File: src/rtl/clock_entry_pkg.sv
// Shared definitions for the front-panel time entry controller: field indices,
// per-field BCD limits, the commit FSM state type and BCD step helpers.
package clock_entry_pkg;

  localparam logic [1:0] FLD_HOUR = 2'd0;
  localparam logic [1:0] FLD_MIN  = 2'd1;
  localparam logic [1:0] FLD_SEC  = 2'd2;
  localparam logic [1:0] FLD_MIL  = 2'd3;

  localparam logic [7:0] MAX_HOUR = 8'h23;
  localparam logic [7:0] MAX_MIN  = 8'h59;
  localparam logic [7:0] MAX_SEC  = 8'h59;
  localparam logic [7:0] MAX_MIL  = 8'h99;

  typedef enum logic [2:0] {
    ST_IDLE,
    ST_SETUP,
    ST_STROBE,
    ST_RELEASE,
    ST_DONE
  } entry_state_e;

  function automatic logic [7:0] fieldMax(input logic [1:0] fld);
    logic [7:0] maxV;
    case (fld)
      FLD_HOUR: maxV = MAX_HOUR;
      FLD_MIN:  maxV = MAX_MIN;
      FLD_SEC:  maxV = MAX_SEC;
      FLD_MIL:  maxV = MAX_MIL;
      default:  maxV = MAX_MIL;
    endcase
    return maxV;
  endfunction

  function automatic logic [7:0] bcdInc(input logic [7:0] v, input logic [7:0] maxV);
    if (v >= maxV) return 8'h00;
    if (v[3:0] == 4'h9) return {v[7:4] + 4'h1, 4'h0};
    return v + 8'h01;
  endfunction

  function automatic logic [7:0] bcdDec(input logic [7:0] v, input logic [7:0] maxV);
    if (v == 8'h00) return maxV;
    if (v[3:0] == 4'h0) return {v[7:4] - 4'h1, 4'h9};
    return v - 8'h01;
  endfunction

endpackage

File: src/rtl/key_debounce.sv
// Synchronizer, stability counter and press pulse for one active-low key.
// Optional hold-to-repeat when built with AUTO_REPEAT_EN.
module key_debounce
  import clock_entry_pkg::*;
#(
  parameter int DEBOUNCE_CYCLES = 500_000
`ifdef AUTO_REPEAT_EN
  ,
  parameter bit REPEAT_EN    = 1'b0,
  parameter int REPEAT_DELAY = 25_000_000,
  parameter int REPEAT_RATE  = 5_000_000
`endif
) (
  input  logic clk_i,
  input  logic rst_ni,
  input  logic key_ni,
  output logic event_o
);

  localparam int CntW = $clog2(DEBOUNCE_CYCLES + 1);
  localparam logic [CntW-1:0] CntLast = CntW'(DEBOUNCE_CYCLES - 1);

  logic sync1_q, sync2_q, sync3_q, stable_q, press_q;
  logic [CntW-1:0] cnt_q;

  // sync3_q only exists to spot a change of the synchronized level
  always_ff @(posedge clk_i) begin
    if (!rst_ni) begin
      sync1_q  <= 1'b1;
      sync2_q  <= 1'b1;
      sync3_q  <= 1'b1;
      stable_q <= 1'b1;
      press_q  <= 1'b0;
      cnt_q    <= '0;
    end else begin
      sync1_q <= key_ni;
      sync2_q <= sync1_q;
      sync3_q <= sync2_q;
      press_q <= 1'b0;
      if (sync2_q != sync3_q) cnt_q <= '0;
      else if (cnt_q != CntLast) cnt_q <= cnt_q + CntW'(1);
      if (sync2_q == sync3_q && cnt_q == CntLast && sync2_q != stable_q) begin
        stable_q <= sync2_q;
        press_q  <= ~sync2_q;
      end
    end
  end

`ifdef AUTO_REPEAT_EN
  logic [31:0] repCnt_q;
  logic        repFirst_q, repPulse_q;

  always_ff @(posedge clk_i) begin
    if (!rst_ni || !REPEAT_EN || stable_q) begin
      repCnt_q   <= '0;
      repFirst_q <= 1'b1;
      repPulse_q <= 1'b0;
    end else begin
      repPulse_q <= 1'b0;
      if (repCnt_q == (repFirst_q ? 32'(REPEAT_DELAY - 1) : 32'(REPEAT_RATE - 1))) begin
        repCnt_q   <= '0;
        repFirst_q <= 1'b0;
        repPulse_q <= 1'b1;
      end else begin
        repCnt_q <= repCnt_q + 32'd1;
      end
    end
  end

  assign event_o = press_q | repPulse_q;
`else
  assign event_o = press_q;
`endif

endmodule

File: src/rtl/time_entry_ctrl.sv
// Front-panel time/alarm entry: debounced keys edit four BCD fields, commit writes
// them to the clock core via time_in/set_*. Build option: AUTO_REPEAT_EN.
module time_entry_ctrl
  import clock_entry_pkg::*;
#(
  parameter int DEBOUNCE_CYCLES = 500_000,
  parameter int WRITE_HOLD      = 4
`ifdef AUTO_REPEAT_EN
  ,
  parameter int REPEAT_DELAY    = 25_000_000,
  parameter int REPEAT_RATE     = 5_000_000
`endif
) (
  input  logic       CLOCK_50,
  input  logic       reset_n,
  input  logic       key_field_n,
  input  logic       key_up_n,
  input  logic       key_down_n,
  input  logic       key_commit_n,
  input  logic       mode_alarm,
  output logic [7:0] time_in,
  output logic       set_hour,
  output logic       set_minute,
  output logic       set_second,
  output logic       set_mil,
  output logic       set_time,
  output logic       set_alarm,
  output logic [1:0] field_sel,
  output logic [7:0] edit_value,
  output logic       busy,
  output logic       done
);

  localparam int KEY_FIELD  = 0;
  localparam int KEY_UP     = 1;
  localparam int KEY_DOWN   = 2;
  localparam int KEY_COMMIT = 3;
  localparam int HoldW = $clog2(WRITE_HOLD + 1);
  localparam logic [HoldW-1:0] HoldLast = HoldW'(WRITE_HOLD - 1);

  logic [3:0] keyN, keyEv;
  assign keyN = {key_commit_n, key_down_n, key_up_n, key_field_n};

  for (genvar k = 0; k < 4; k++) begin : g_key
    key_debounce #(
      .DEBOUNCE_CYCLES(DEBOUNCE_CYCLES)
`ifdef AUTO_REPEAT_EN
      ,
      .REPEAT_EN      (k == KEY_UP || k == KEY_DOWN),
      .REPEAT_DELAY   (REPEAT_DELAY),
      .REPEAT_RATE    (REPEAT_RATE)
`endif
    ) u_deb (
      .clk_i  (CLOCK_50),
      .rst_ni (reset_n),
      .key_ni (keyN[k]),
      .event_o(keyEv[k])
    );
  end

  entry_state_e     state_q;
  logic [1:0]       wrFld_q, fieldSel_q, fieldSel_d;
  logic [HoldW-1:0] holdCnt_q;
  logic             alarm_q, setTime_q, setAlarm_q, busy_q, done_q;
  logic [3:0]       setFld_q;
  logic [7:0]       timeIn_q, editValue_q;
  logic [3:0][7:0]  edit_q, edit_d;

  // Commit wins over same-cycle edits; up together with down cancels out
  always_comb begin
    edit_d     = edit_q;
    fieldSel_d = fieldSel_q;
    if (state_q == ST_IDLE && !keyEv[KEY_COMMIT]) begin
      if (keyEv[KEY_FIELD]) fieldSel_d = fieldSel_q + 2'd1;
      if (keyEv[KEY_UP] && !keyEv[KEY_DOWN])
        edit_d[fieldSel_q] = bcdInc(edit_q[fieldSel_q], fieldMax(fieldSel_q));
      else if (keyEv[KEY_DOWN] && !keyEv[KEY_UP])
        edit_d[fieldSel_q] = bcdDec(edit_q[fieldSel_q], fieldMax(fieldSel_q));
    end
  end

  always_ff @(posedge CLOCK_50) begin
    if (!reset_n) begin
      state_q     <= ST_IDLE;
      wrFld_q     <= FLD_HOUR;
      holdCnt_q   <= '0;
      alarm_q     <= 1'b0;
      timeIn_q    <= 8'h00;
      setFld_q    <= 4'b0000;
      setTime_q   <= 1'b0;
      setAlarm_q  <= 1'b0;
      busy_q      <= 1'b0;
      done_q      <= 1'b0;
      fieldSel_q  <= 2'd0;
      edit_q      <= '0;
      editValue_q <= 8'h00;
    end else begin
      edit_q      <= edit_d;
      fieldSel_q  <= fieldSel_d;
      editValue_q <= edit_d[fieldSel_d];
      done_q      <= 1'b0;
      case (state_q)
        ST_IDLE: begin
          if (keyEv[KEY_COMMIT]) begin
            state_q  <= ST_SETUP;
            alarm_q  <= mode_alarm;
            wrFld_q  <= FLD_HOUR;
            timeIn_q <= edit_q[FLD_HOUR];
            setFld_q <= 4'b0001;
            busy_q   <= 1'b1;
          end
        end
        ST_SETUP: begin
          state_q    <= ST_STROBE;
          holdCnt_q  <= '0;
          setTime_q  <= ~alarm_q;
          setAlarm_q <= alarm_q;
        end
        ST_STROBE: begin
          if (holdCnt_q == HoldLast) begin
            state_q    <= ST_RELEASE;
            setTime_q  <= 1'b0;
            setAlarm_q <= 1'b0;
          end else begin
            holdCnt_q <= holdCnt_q + HoldW'(1);
          end
        end
        ST_RELEASE: begin
          if (wrFld_q == FLD_MIL) begin
            state_q  <= ST_DONE;
            busy_q   <= 1'b0;
            setFld_q <= 4'b0000;
            timeIn_q <= 8'h00;
            done_q   <= 1'b1;
          end else begin
            state_q  <= ST_SETUP;
            wrFld_q  <= wrFld_q + 2'd1;
            timeIn_q <= edit_q[wrFld_q + 2'd1];
            setFld_q <= {setFld_q[2:0], 1'b0};
          end
        end
        ST_DONE: state_q <= ST_IDLE;
        default: state_q <= ST_IDLE;
      endcase
    end
  end

  assign time_in    = timeIn_q;
  assign {set_mil, set_second, set_minute, set_hour} = setFld_q;
  assign set_time   = setTime_q;
  assign set_alarm  = setAlarm_q;
  assign field_sel  = fieldSel_q;
  assign edit_value = editValue_q;
  assign busy       = busy_q;
  assign done       = done_q;

endmodule

File: config.mk
export PLATFORM = sky130hd
export DESIGN_NAME = time_entry_ctrl
export DESIGN_NICKNAME = d
export VERILOG_FILES = /design/src/rtl/clock_entry_pkg.sv /design/src/rtl/key_debounce.sv /design/src/rtl/time_entry_ctrl.sv
export SDC_FILE = /design/constraint.sdc
export NUM_CORES = 1
export LEC_CHECK = 0
export ABC_AREA = 0
export ABC_CLOCK_PERIOD_IN_PS = 4400
export BUFFER_PORTS_ARGS = -buffer_cell sky130_fd_sc_hd__buf_2
export CORE_MARGIN = 2
export CORE_UTILIZATION = 35
export CTS_BUF_LIST = sky130_fd_sc_hd__clkbuf_2 sky130_fd_sc_hd__clkbuf_4 sky130_fd_sc_hd__clkbuf_8
export CTS_CLUSTER_DIAMETER = 120
export CTS_CLUSTER_SIZE = 20
export DETAILED_ROUTE_END_ITERATION = 8
export PLACE_DENSITY = 0.52
export SYNTH_ARGS = -nofsm -noshare
export SYNTH_HDL_FRONTEND = slang
export SYNTH_SLANG_ARGS = --single-unit
File: constraint.sdc
create_clock -name CLOCK_50 -period 4.4 [get_ports CLOCK_50]
set_input_delay 0.88 -clock CLOCK_50 [delete_from_list [all_inputs] [get_ports CLOCK_50]]
set_output_delay 0.88 -clock CLOCK_50 [all_outputs]
set_load 0.1 [all_outputs]
==> metrics <==
kind of end point of the critical path flip-flop; HPWL after detailed placement 15,500 um; Warnings, synthesis 0; maximum number of pins on one net before global-route repair 41; core outline area approximately 0.023 mm2; largest family of logic cells by synthesized area simple AND/OR/NAND/NOR gates; pin slew with the least headroom to its limit roughly 0.92 ns; die extent in y 159 um; power density over cell area 306 mW/mm2; final critical-path share of the clock period 83.3%; highest net fanout along the worst path 11; largest vdd supply drop 0.155 mV; vias after detailed routing 7,007; DRC viols 0; Final Critical Period ~3.7 ns; Tot GR Track Use between 10% and 20%; worst slack at placement 0.758 ns; clock net sink count 163; residual antenna-violating net count after detailed routing 0; final weighted congestion in routability-driven placement 0.890; RSZ-0062 raised after global routing false; headroom to the max-slew limit 37.9%; arrival time reported for the critical path endpoint 4.03 ns; reported leakage power 3.40 nW; arithmetic-cell share of the synthesized area counting full adders, half adders and majority gates 3.74%; Fin. Hold Viols 0; latest clock arrival within the worst-skew pair ~0.45 ns; global-route wire length before repair 34,300 um; gate count after technology mapping just under 1,000; CTS tree built; register bit count reported by yosys 163; global route total overflow 0; via count of the first global-routing pass ~6,600; placed cell areas 0.00886 mm2; CTS buffer count 17; non-filler cells, final ~1,300; Layout area overhead 11.7%; share of flip-flops with an asynchronous set or reset after synthesis 0%; clk root buf sky130_fd_sc_hd__clkbuf_8; Worst Slack Setup Final 0.734 ns; initial antenna violation count 0; count of H-tree levels built during CTS 4; post-route clock skew 0.0195 ns; synthesized area per cell 8.52 um2; compound-gate portion of the synthesized area 14.1%; area share of xor/xnor cells in the synthesized design 7.65%; via density per instance roughly 5.2; sort of element at the start of the critical path flip-flop; cell area after synthesis between 0.008 and 0.009 mm2; total count of max-transition violations in the final report 0; setup violation total in the final timing report 0; detail-routed net length per standard cell 15.8 um; initial core utilization 35.6%; net count of the finished layout about 1,000; clk slew on worst S/H paths 0.09 ns; required time of the worst setup path 4.76 ns; Die Span X 159 um; Pre-Repair DR Iteration Count 5; post-synthesis mux area share 6.33%; Synth cell types 74; simple-gate portion of the synthesized area 25.9%; Max Cap Violations 0; number of enable-type register cells in the synthesized netlist 0; Top FF cell, synth sky130_fd_sc_hd__dfxtp_1; cell total after placement 1,308; sequential element share of the synthesized area 39.0%; post-route design area 0.00934 mm2; class of the tightest hold or removal check flip-flop to flip-flop; wire length reported by the detailed router ~21,000 um; number of gates resized after CTS 0; outcome finished, final reports clean; row count 56; number of nets produced by synthesis slightly above 1,000; ratio of cells with drive above 1 in the final layout 11.7%; quantity of hold-fixing buffers added after cts 0; antenna cell count 0; postcts setup bufs 0; CTS Buffer Depth 2; Sum Neg Setup Slack 0 ns; number of top-level pins 33; total of buffers placed on input and output ports 32; Fmax 273 MHz; kind of critical path flip-flop to flip-flop; number of DRC markers after the initial detailed-route iteration 455; floorplan die area 0.0251 mm2; # fillers 2,377
## path summary, 6_finish.rpt
| path | startpoint | to | slack [ns] | cells after the start |
|---|---|---|---|---|
| worst min register to register | g_key[3].u_deb.sync1_q | g_key[3].u_deb.sync2_q | 0.41 | 1 |
| worst max-delay path | field_sel[1] | edit_value[4] | 0.73 | 9 |
| worst max register to register | field_sel[1] | edit_value[4] | 0.73 | 9 |
| worst min-delay path | g_key[3].u_deb.sync1_q | g_key[3].u_deb.sync2_q | 0.41 | 1 |
## metrics by stage
step / hold slack, ns / total power [mW] / utilization [%]
finish: 0.412 / 2.85 / 39.8
global route: 0.429 / 2.96 / 39.8
CTS: 0.411 / 2.89 / 39.8
detailed placement: 0.391 / 1.61 / 37.8
global placement: 0.388 / 1.61 / 37.8
floorplan: 0.386 / 1.59 / -
## routing by layer
layer | wire length (um) | global-route usage [%] | up-vias
met5 | 0 | 0 | -
met4 | 428 | 5.92 | 0
met3 | 1220 | 3.18 | 34
met2 | 9770 | 28.2 | 173
met1 | 9810 | 23.1 | 3283
li1 | - | - | 3517
## flip-flops by register name, indices dropped and copies added, names as in the netlist
signal	flops
alarm_q	1
busy	1
done	1
edit_q	32
edit_value	8
field_sel	2
g_key.u_deb.cnt_q	76
g_key.u_deb.event_o	4
g_key.u_deb.stable_q	4
g_key.u_deb.sync1_q	4
g_key.u_deb.sync2_q	4
g_key.u_deb.sync3_q	4
holdCnt_q	3
setFld_q	4
set_alarm	1
set_time	1
state_q	3
time_in	8
wrFld_q	2
## logic make-up (layout without fill, tap and decap cells)
group / count (synthesis) / count (layout)
flops: 163 / 163
buf+inv: 65 / 105
mux: 31 / 31
fa+ha+maj: 25 / 25
compound gates: 177 / 177
simple gates: 447 / 447
xor+xnor: 73 / 73
## power breakdown
| part | internal (mW) | switching, mW | leakage, nW | total (mW) |
|---|---|---|---|---|
| Combinational | 0.0245 | 0.0454 | 1.84 | 0.0699 |
| Clock | 0.724 | 0.556 | 0.238 | 1.28 |
| Sequential | 1.49 | 0.0138 | 1.32 | 1.50 |
| Total | 2.24 | 0.615 | 3.40 | 2.85 |
## synth_stat cells (all sizes together) (8+ instances only)
master / n / area share (%)
o21ai: 30 / 1.8
xnor2: 26 / 2.7
clkbuf: 30 / 1.3
a22oi: 19 / 1.7
mux2i: 9 / 1.1
nand2: 96 / 4.3
a21oi: 58 / 3.5
nand4: 13 / 0.97
and3: 19 / 1.4
nor2: 160 / 7.3
nor3: 20 / 1.2
a211oi: 8 / 0.78
xor2: 47 / 4.9
inv: 25 / 1.1
mux4: 17 / 4.6
or3: 12 / 0.90
and2: 20 / 1.5
ha: 25 / 3.7
nand3: 37 / 2.2
nand2b: 19 / 1.4
dfxtp: 163 / 39
a31oi: 11 / 0.82
## layout by cell type, fill, tap and decap left out, drive strengths merged, types with 4 or more instances in the layout
cell	Yosys	layout
a211oi	8	8
a21o	4	4
a21oi	58	58
a221oi	5	5
a22oi	19	19
a31oi	11	11
and2	20	20
and3	19	19
and4	7	7
buf	7	45
bufinv	0	5
clkbuf	30	21
clkinv	3	6
dfxtp	163	163
ha	25	25
inv	25	27
mux2	5	5
mux2i	9	9
mux4	17	17
nand2	96	96
nand2b	19	19
nand3	37	37
nand4	13	13
nor2	160	160
nor2b	6	6
nor3	20	20
nor3b	5	5
nor4	7	7
nor4b	6	6
o21a	5	5
o21ai	30	30
o22ai	5	5
o32ai	4	4
or2	7	7
or3	12	12
or4	7	7
xnor2	26	26
xor2	47	47
## final cells by class
type	instances	area, um2	share of cell area [%]
multi-input combinational	753	4840	51.8
sequential	163	3260	35.0
tap	319	399	4.28
clock buffer	21	277	2.96
timing repair buffer	45	258	2.76
clock inverter	11	198	2.12
inverter	28	105	1.13
## worst max-delay path, stage by stage (launching register included)
cell and delay, ns:
sky130_fd_sc_hd__dfxtp_1 0.67, sky130_fd_sc_hd__mux4_2 0.72, sky130_fd_sc_hd__inv_1 0.16, sky130_fd_sc_hd__ha_1 0.41
sky130_fd_sc_hd__and4_1 0.38, sky130_fd_sc_hd__a21oi_1 0.06, sky130_fd_sc_hd__o32ai_1 0.53, sky130_fd_sc_hd__a22oi_1 0.19
sky130_fd_sc_hd__mux2_2 0.31, sky130_fd_sc_hd__o22ai_1 0.16
No activity file was read; power rests on OpenSTA's default activity.
